$ cat src/rtl/ifu_prefetch.sv
// Instruction prefetch unit: keeps up to MAX_OUTST in-order fetches in flight and
// buffers the returned words in a FIFO toward decode; a redirect flushes and restarts.
//
// state   | meaning
// S_BOOT  | first cycle after reset release, nothing issued yet
// S_FETCH | issuing sequential fetches while credits allow
// S_FLUSH | waiting for killed responses and any stalled request to drain
module ifu_prefetch #(
    parameter int unsigned      XLEN       = 32,
    parameter logic [XLEN-1:0]  RESET_PC   = 32'h8000_0000,
    parameter int unsigned      FIFO_DEPTH = 4,
    parameter int unsigned      MAX_OUTST  = 2
) (
    input  logic            clk,
    input  logic            rst,
    input  logic            redirect_valid,
    input  logic [XLEN-1:0] redirect_target,
    output logic [XLEN-1:0] i_addr,
    output logic            i_addr_valid,
    input  logic            i_addr_ready,
    input  logic            i_rdata_valid,
    input  logic [XLEN-1:0] i_rdata,
    output logic            out_valid,
    input  logic            out_ready,
    output logic [XLEN-1:0] out_pc,
    output logic [XLEN-1:0] out_inst
);

    localparam int unsigned OW = $clog2(MAX_OUTST + 1);
    localparam int unsigned KW = $clog2(MAX_OUTST + 2);
    localparam int unsigned CW = $clog2(FIFO_DEPTH + 1);
    localparam int unsigned PW = $clog2(FIFO_DEPTH);
    localparam int unsigned TW = (MAX_OUTST > 1) ? $clog2(MAX_OUTST) : 1;

    typedef enum logic [1:0] {S_BOOT, S_FETCH, S_FLUSH} state_t;

    state_t          r_state;
    logic [XLEN-1:0] r_fetch_pc;
    logic [XLEN-1:0] r_addr;
    logic            r_addr_valid;
    logic [OW-1:0]   r_outst;
    logic [KW-1:0]   r_kill;
    logic [CW-1:0]   r_cnt;
    logic [PW-1:0]   r_wr_ptr;
    logic [PW-1:0]   r_rd_ptr;
    logic [XLEN-1:0] r_fifo_pc   [FIFO_DEPTH];
    logic [XLEN-1:0] r_fifo_inst [FIFO_DEPTH];
    logic [XLEN-1:0] r_tag       [MAX_OUTST];
    logic [TW-1:0]   r_tag_wr;
    logic [TW-1:0]   r_tag_rd;

    logic            w_accept;
    logic            w_rsp;
    logic            w_redirect;
    logic            w_pop;
    logic            w_drop;
    logic            w_push;
    logic            w_hold;
    logic            w_to_fetch;
    logic            w_issue;
    logic [OW-1:0]   w_outst_next;
    logic [CW-1:0]   w_cnt_next;
    logic [KW-1:0]   w_kill_next;

    function automatic logic [TW-1:0] tag_inc(input logic [TW-1:0] p);
        return (32'(p) == MAX_OUTST - 1) ? '0 : p + TW'(1);
    endfunction

    assign w_accept   = r_addr_valid & i_addr_ready;
    assign w_rsp      = i_rdata_valid & (r_outst != '0);
    assign w_redirect = redirect_valid & (r_state != S_BOOT);
    assign w_pop      = out_valid & out_ready;
    assign w_drop     = w_rsp & (r_kill != '0);
    assign w_push     = w_rsp & ~w_drop & ~w_redirect;
    assign w_hold     = r_addr_valid & ~i_addr_ready;

    assign w_outst_next = r_outst + OW'(w_accept) - OW'(w_rsp);
    assign w_cnt_next   = w_redirect ? '0 : (r_cnt + CW'(w_push) - CW'(w_pop));

    // A stalled request is counted as one more in-flight fetch to kill.
    always_comb begin
        w_kill_next = r_kill;
        if (w_redirect)
            w_kill_next = KW'(w_outst_next) + KW'(w_hold);
        else if (w_drop)
            w_kill_next = r_kill - KW'(1);
    end

    always_comb begin
        w_to_fetch = 1'b0;
        case (r_state)
            S_BOOT:  w_to_fetch = 1'b1;
            S_FETCH: w_to_fetch = ~w_redirect;
            S_FLUSH: w_to_fetch = ~w_redirect & (r_kill == '0) & ~r_addr_valid;
            default: w_to_fetch = 1'b0;
        endcase
    end

    assign w_issue = w_to_fetch
                   & (32'(w_outst_next) < MAX_OUTST)
                   & ((32'(w_outst_next) + 32'(w_cnt_next)) < FIFO_DEPTH);

    always_ff @(posedge clk or posedge rst) begin
        if (rst) begin
            r_state      <= S_BOOT;
            r_fetch_pc   <= RESET_PC;
            r_addr       <= RESET_PC;
            r_addr_valid <= 1'b0;
            r_outst      <= '0;
            r_kill       <= '0;
        end else begin
            case (r_state)
                S_BOOT:  r_state <= S_FETCH;
                S_FETCH: if (w_redirect) r_state <= S_FLUSH;
                S_FLUSH: if (w_to_fetch) r_state <= S_FETCH;
                default: r_state <= S_BOOT;
            endcase
            r_outst <= w_outst_next;
            r_kill  <= w_kill_next;
            if (!w_hold) begin
                r_addr_valid <= w_issue;
                if (w_issue)
                    r_addr <= r_fetch_pc;
            end
            // fetch_pc always names the next address to be presented.
            if (w_redirect)
                r_fetch_pc <= redirect_target;
            else if (!w_hold && w_issue)
                r_fetch_pc <= r_fetch_pc + XLEN'(4);
        end
    end

    always_ff @(posedge clk or posedge rst) begin
        if (rst) begin
            r_wr_ptr <= '0;
            r_rd_ptr <= '0;
            r_cnt    <= '0;
            r_tag_wr <= '0;
            r_tag_rd <= '0;
            for (int i = 0; i < int'(FIFO_DEPTH); i++) begin
                r_fifo_pc[i]   <= '0;
                r_fifo_inst[i] <= '0;
            end
            for (int i = 0; i < int'(MAX_OUTST); i++)
                r_tag[i] <= '0;
        end else begin
            r_cnt <= w_cnt_next;
            if (w_redirect) begin
                r_wr_ptr <= '0;
                r_rd_ptr <= '0;
            end else begin
                if (w_push) begin
                    r_fifo_pc[r_wr_ptr]   <= r_tag[r_tag_rd];
                    r_fifo_inst[r_wr_ptr] <= i_rdata;
                    r_wr_ptr              <= r_wr_ptr + PW'(1);
                end
                if (w_pop)
                    r_rd_ptr <= r_rd_ptr + PW'(1);
            end
            // Tags survive a redirect so killed responses still retire in order.
            if (w_accept) begin
                r_tag[r_tag_wr] <= r_addr;
                r_tag_wr        <= tag_inc(r_tag_wr);
            end
            if (w_rsp)
                r_tag_rd <= tag_inc(r_tag_rd);
        end
    end

    assign i_addr       = r_addr;
    assign i_addr_valid = r_addr_valid;
    assign out_valid    = (r_cnt != '0);
    assign out_pc       = out_valid ? r_fifo_pc[r_rd_ptr]   : '0;
    assign out_inst     = out_valid ? r_fifo_inst[r_rd_ptr] : '0;

`ifndef SYNTHESIS
    a_rsp_without_req: assert property (@(posedge clk) disable iff (rst)
        i_rdata_valid |-> (r_outst != '0));
`endif

endmodule

$ cat config.mk
export PLATFORM = sky130hd
export DESIGN_NAME = ifu_prefetch
export DESIGN_NICKNAME = d
export VERILOG_FILES = /design/src/rtl/ifu_prefetch.sv
export SDC_FILE = /design/constraint.sdc
export NUM_CORES = 1
export LEC_CHECK = 0
export BUFFER_PORTS_ARGS = -buffer_cell sky130_fd_sc_hd__buf_4
export CAP_MARGIN = 20
export CORE_MARGIN = 5
export CORE_UTILIZATION = 50
export DETAILED_ROUTE_END_ITERATION = 7
export PLACE_DENSITY = 0.69
export SYNTH_ARGS = -nofsm -noshare
export SYNTH_HDL_FRONTEND = slang
export SYNTH_SLANG_ARGS = --single-unit
$ cat constraint.sdc
create_clock -name clk -period 13 [get_ports clk]
set_clock_uncertainty 0.05 [all_clocks]
set_input_delay 0 -clock clk [delete_from_list [all_inputs] [get_ports clk]]
set_output_delay 0 -clock clk [all_outputs]
set_load 0.03 [all_outputs]
==> results.md <==
- Number of global-route vias before repair: 12486
- Detailed-route wire length per cell: 19.0 microns
- Switching power total: 1.92 mW
- # clock sinks: 400
- Most frequent cells in the layout: dfrtp_1 (395), nand2_1 (258), mux2_2 (193), buf_4 (181), o21ai_0 (136)
- Crit-path slowest cell: and2_1
- Via count: 12081
- Synthesized area per cell: 12.2 sq um
- Buf+Inv Stages, Crit Path: 3
- Layout filler cell count: 2826
- H-Tree Depth: 2
- Final hold vios: 0
- Largest net degree at the start of global routing: 187
- Core Area: 0.0355 sq mm
- Power per cell area: 240 mW/mm^2
- Initial antenna violation count: 0
- Top_reg_cell synth: dfrtp_1
- Max-slew headroom: 0.309
- Gr ovfl total: 0
- Most common cell after layout, fill and taps aside: dfrtp_1
- Full die area: 0.0397 sq mm
- CTS resizes: 0
- Post-synth cell types: 59
- Largest stage delay on the critical path: 700 ps
- Share of post-route cells with drive strength above 1: 0.310
- Sequential Power Share: 0.385
- Synth area leaders: dfrtp_1 (56%), mux2_2 (12%), mux4_2 (8.1%)
- Crit Path Class: reg2reg
- Asr flop ratio synth: 1.00
- EDFF count, synth: 0
- Lkg Pwr: 10.1 nW
- P_int: 3.28 mW
- Mapped Cells: 1463
- Critical path's top delay family: simple AND/OR/NAND/NOR gates
- IO Count: 168
- Setup TNS: 0 ps
- Outcome: completed
- Crit share post-route: 0.408
- Post-DP HPWL: 25500 microns
- Max Transition Viols Final: 0
- Post-route ant nets: 0
- TritonCTS clock tree: done
- Antenna diode count: 0
- Worst-Margin Slew: 1040 ps
- Crit-path cells: or3_2 > buf_4 > and2_1 > ha_1 > inv_1 > ha_1 > fa_1 > and2_1 > ha_1 > and3_1 > a211oi_2 > and2_1 > buf_4 > mux2_2 > a21o_1
- Endpoints failing setup: 0
- Port buffer count: 167
- Worst-path fanout max: 66
- Comb power frac: 0.384
- Hold Path Stages: 3
- Layout net count: 1745
- RSZ-0062 raised after global routing: no
- Switching Fraction: 0.370
- Final WL: 41100 microns
- Pre-Repair DR Iteration Count: 5
- Remaining DRCs: 0
- Worst Reg2Reg Path Length in Cells: 15
- Register area share after synthesis: 0.560
- First-pass GRT wire length: 67400 microns
- GP Congestion: 0.806
- #FFs+latches synth: 400
- CP startpoint kind: flip-flop
- Total CTS buffers: 42
- Via density: 5.60
- Period minus WS final: 5300 ps
- CP Capture Type: flip-flop
- Die Width: 199 microns
- Mapped cell area: 0.0179 sq mm
- Clock network fraction of total power: 0.231
- CTS root buf: clkbuf_16
- Area delta synth->final: 20.8%
- Critical path depth in cells: 15
- Largest area contributor in the netlist: dfrtp_1
- MaxCap Viol Count: 0
- Total nets after synthesis: 1546
- Clock slew at reported path FFs: 60 ps
- Gr usage total: 0.210
- Die Ht: 199 microns
- Bufs on Longest Clock Path: 3
- Maximum VDD drop: 0.164 mV
- Starting Density: 0.504
- 1st-iter DRT viols: 559
- Worst skew pair latency: 540 ps
- Ys Warns: 0
- Worst Path Required: 13380 ps
- Hold Crit Class: in2reg
- Crit path DAT: 5680 ps
- Max Fclk: 189 MHz
- Row count: 69
- Fraction of synthesized cell area taken by the top area cell type: 0.557
- Overall power: 5.20 mW
-- cells in the mapped netlist, types with 3 or more instances --
library cell,n
nand4_1,13
clkbuf_1,78
a311oi_1,7
and3_1,6
o22ai_1,3
a21o_1,4
a21oi_1,7
nor2_1,32
mux4_2,64
inv_1,12
and2_1,71
or3_1,5
a31oi_1,8
xnor2_1,4
nand3_1,17
nor3_1,9
nand2_1,258
buf_2,11
o31ai_1,6
or4_1,6
and4_1,4
ha_1,12
mux2_2,193
nor3b_1,3
dfrtp_1,398
o21ai_0,137
a211oi_1,5
buf_1,8
mux2i_1,40
nor4_1,4
-- metal layers --
metal  global-route usage  wire length, microns  vias to the layer above
met5                    0                     0                        -
met4               0.0453                   786                        0
met3               0.0302                  1830                       63
met2                0.340                 19700                      265
met1                0.307                 18800                     6151
li1                     -                     -                     5602
-- worst min-delay path, stage by stage --
cell	delay [ps]
dlygate4sd3_1	530
buf_4	100
a211o_1	100
-- final timing paths --
| path | start | to | slack, ps |
|---|---|---|---|
| max | r_cnt[2]$_DFF_PP0_ | r_fetch_pc[16]$_DFFE_PP0P_ | 7700 |
| min | redirect_target[29] | r_fetch_pc[29]$_DFFE_PP0P_ | 170 |
| max reg2reg | r_cnt[2]$_DFF_PP0_ | r_fetch_pc[16]$_DFFE_PP0P_ | 7700 |
| min reg2reg | r_fifo_pc[41]$_DFFE_PP0P_ | r_fifo_pc[41]$_DFFE_PP0P_ | 420 |
| max in group asynchronous | rst | r_fifo_pc[90]$_DFFE_PP0P_ | 10460 |
| min in group asynchronous | rst | r_fifo_inst[26]$_DFFE_PP0P_ | 420 |
-- logic make-up (layout without fill, tap and decap cells) --
| kind of cell | Yosys count | in the layout | synth area share |
|---|---|---|---|
| and+or+nand+nor | 437 | 437 | 0.112 |
| DFF | 400 | 400 | 0.560 |
| muxes | 297 | 297 | 0.224 |
| AOI/OAI and AO/OA | 197 | 197 | 0.0642 |
| buffers and inverters | 111 | 343 | 0.0245 |
| adders and majority gates | 13 | 13 | 0.00951 |
| xor gates and xnor gates | 8 | 8 | 0.00552 |
-- sequential cells by signal, indices dropped and copies added (netlist names) --
| signal | count |
|---|---|
| i_addr_valid | 1 |
| r_rd_ptr | 2 |
| r_kill | 2 |
| r_cnt | 3 |
| r_fifo_inst | 128 |
| r_tag_wr | 1 |
| r_tag | 64 |
| i_addr | 32 |
| r_tag_rd | 1 |
| r_outst | 2 |
| r_fetch_pc | 32 |
| r_state | 2 |
| r_wr_ptr | 2 |
| r_fifo_pc | 128 |
-- power by group through the flow --
stage / combinational [mW] / sequential, mW / clock, mW
after floorplan: 1.41 / 1.96 / 0
after global placement: 1.95 / 2.00 / 0
after detailed placement: 1.99 / 2.02 / 0
after CTS: 2.02 / 2.00 / 1.23
after global routing: 2.19 / 2.06 / 1.28
final: 2.00 / 2.00 / 1.20
-- through the flow --
step	instance area, sq um	hold slack [ps]	setup WS [ps]	cells	util
2_1_floorplan	17900	55.4	1830	1463	-
3_3_place_gp	19500	147	7780	2008	0.549
3_5_place_dp	19500	163	7730	2008	0.549
4_1_cts	21600	137	7680	2154	0.608
5_1_grt	21600	167	7380	2156	0.609
6_report	21600	175	7700	2156	0.609
-- final cells by class --
class                   count  area [sq um]  area share
flip-flops and latches    400         10000       0.463
repair buffers            253          2110      0.0975
well taps                 461           577      0.0267
clock inverters            17           143     0.00660
clock buffers              60          1260      0.0584
multi-input cells         952          7460       0.345
inverters                  13          56.3     0.00260
-- timing repair --
action / 4_1_cts / 5_1_grt
hold buffers: 69 / 1
hold endpoints to repair: 318 / 11
setup buffers: 0 / 0
Power figures use the tool's default switching activity.
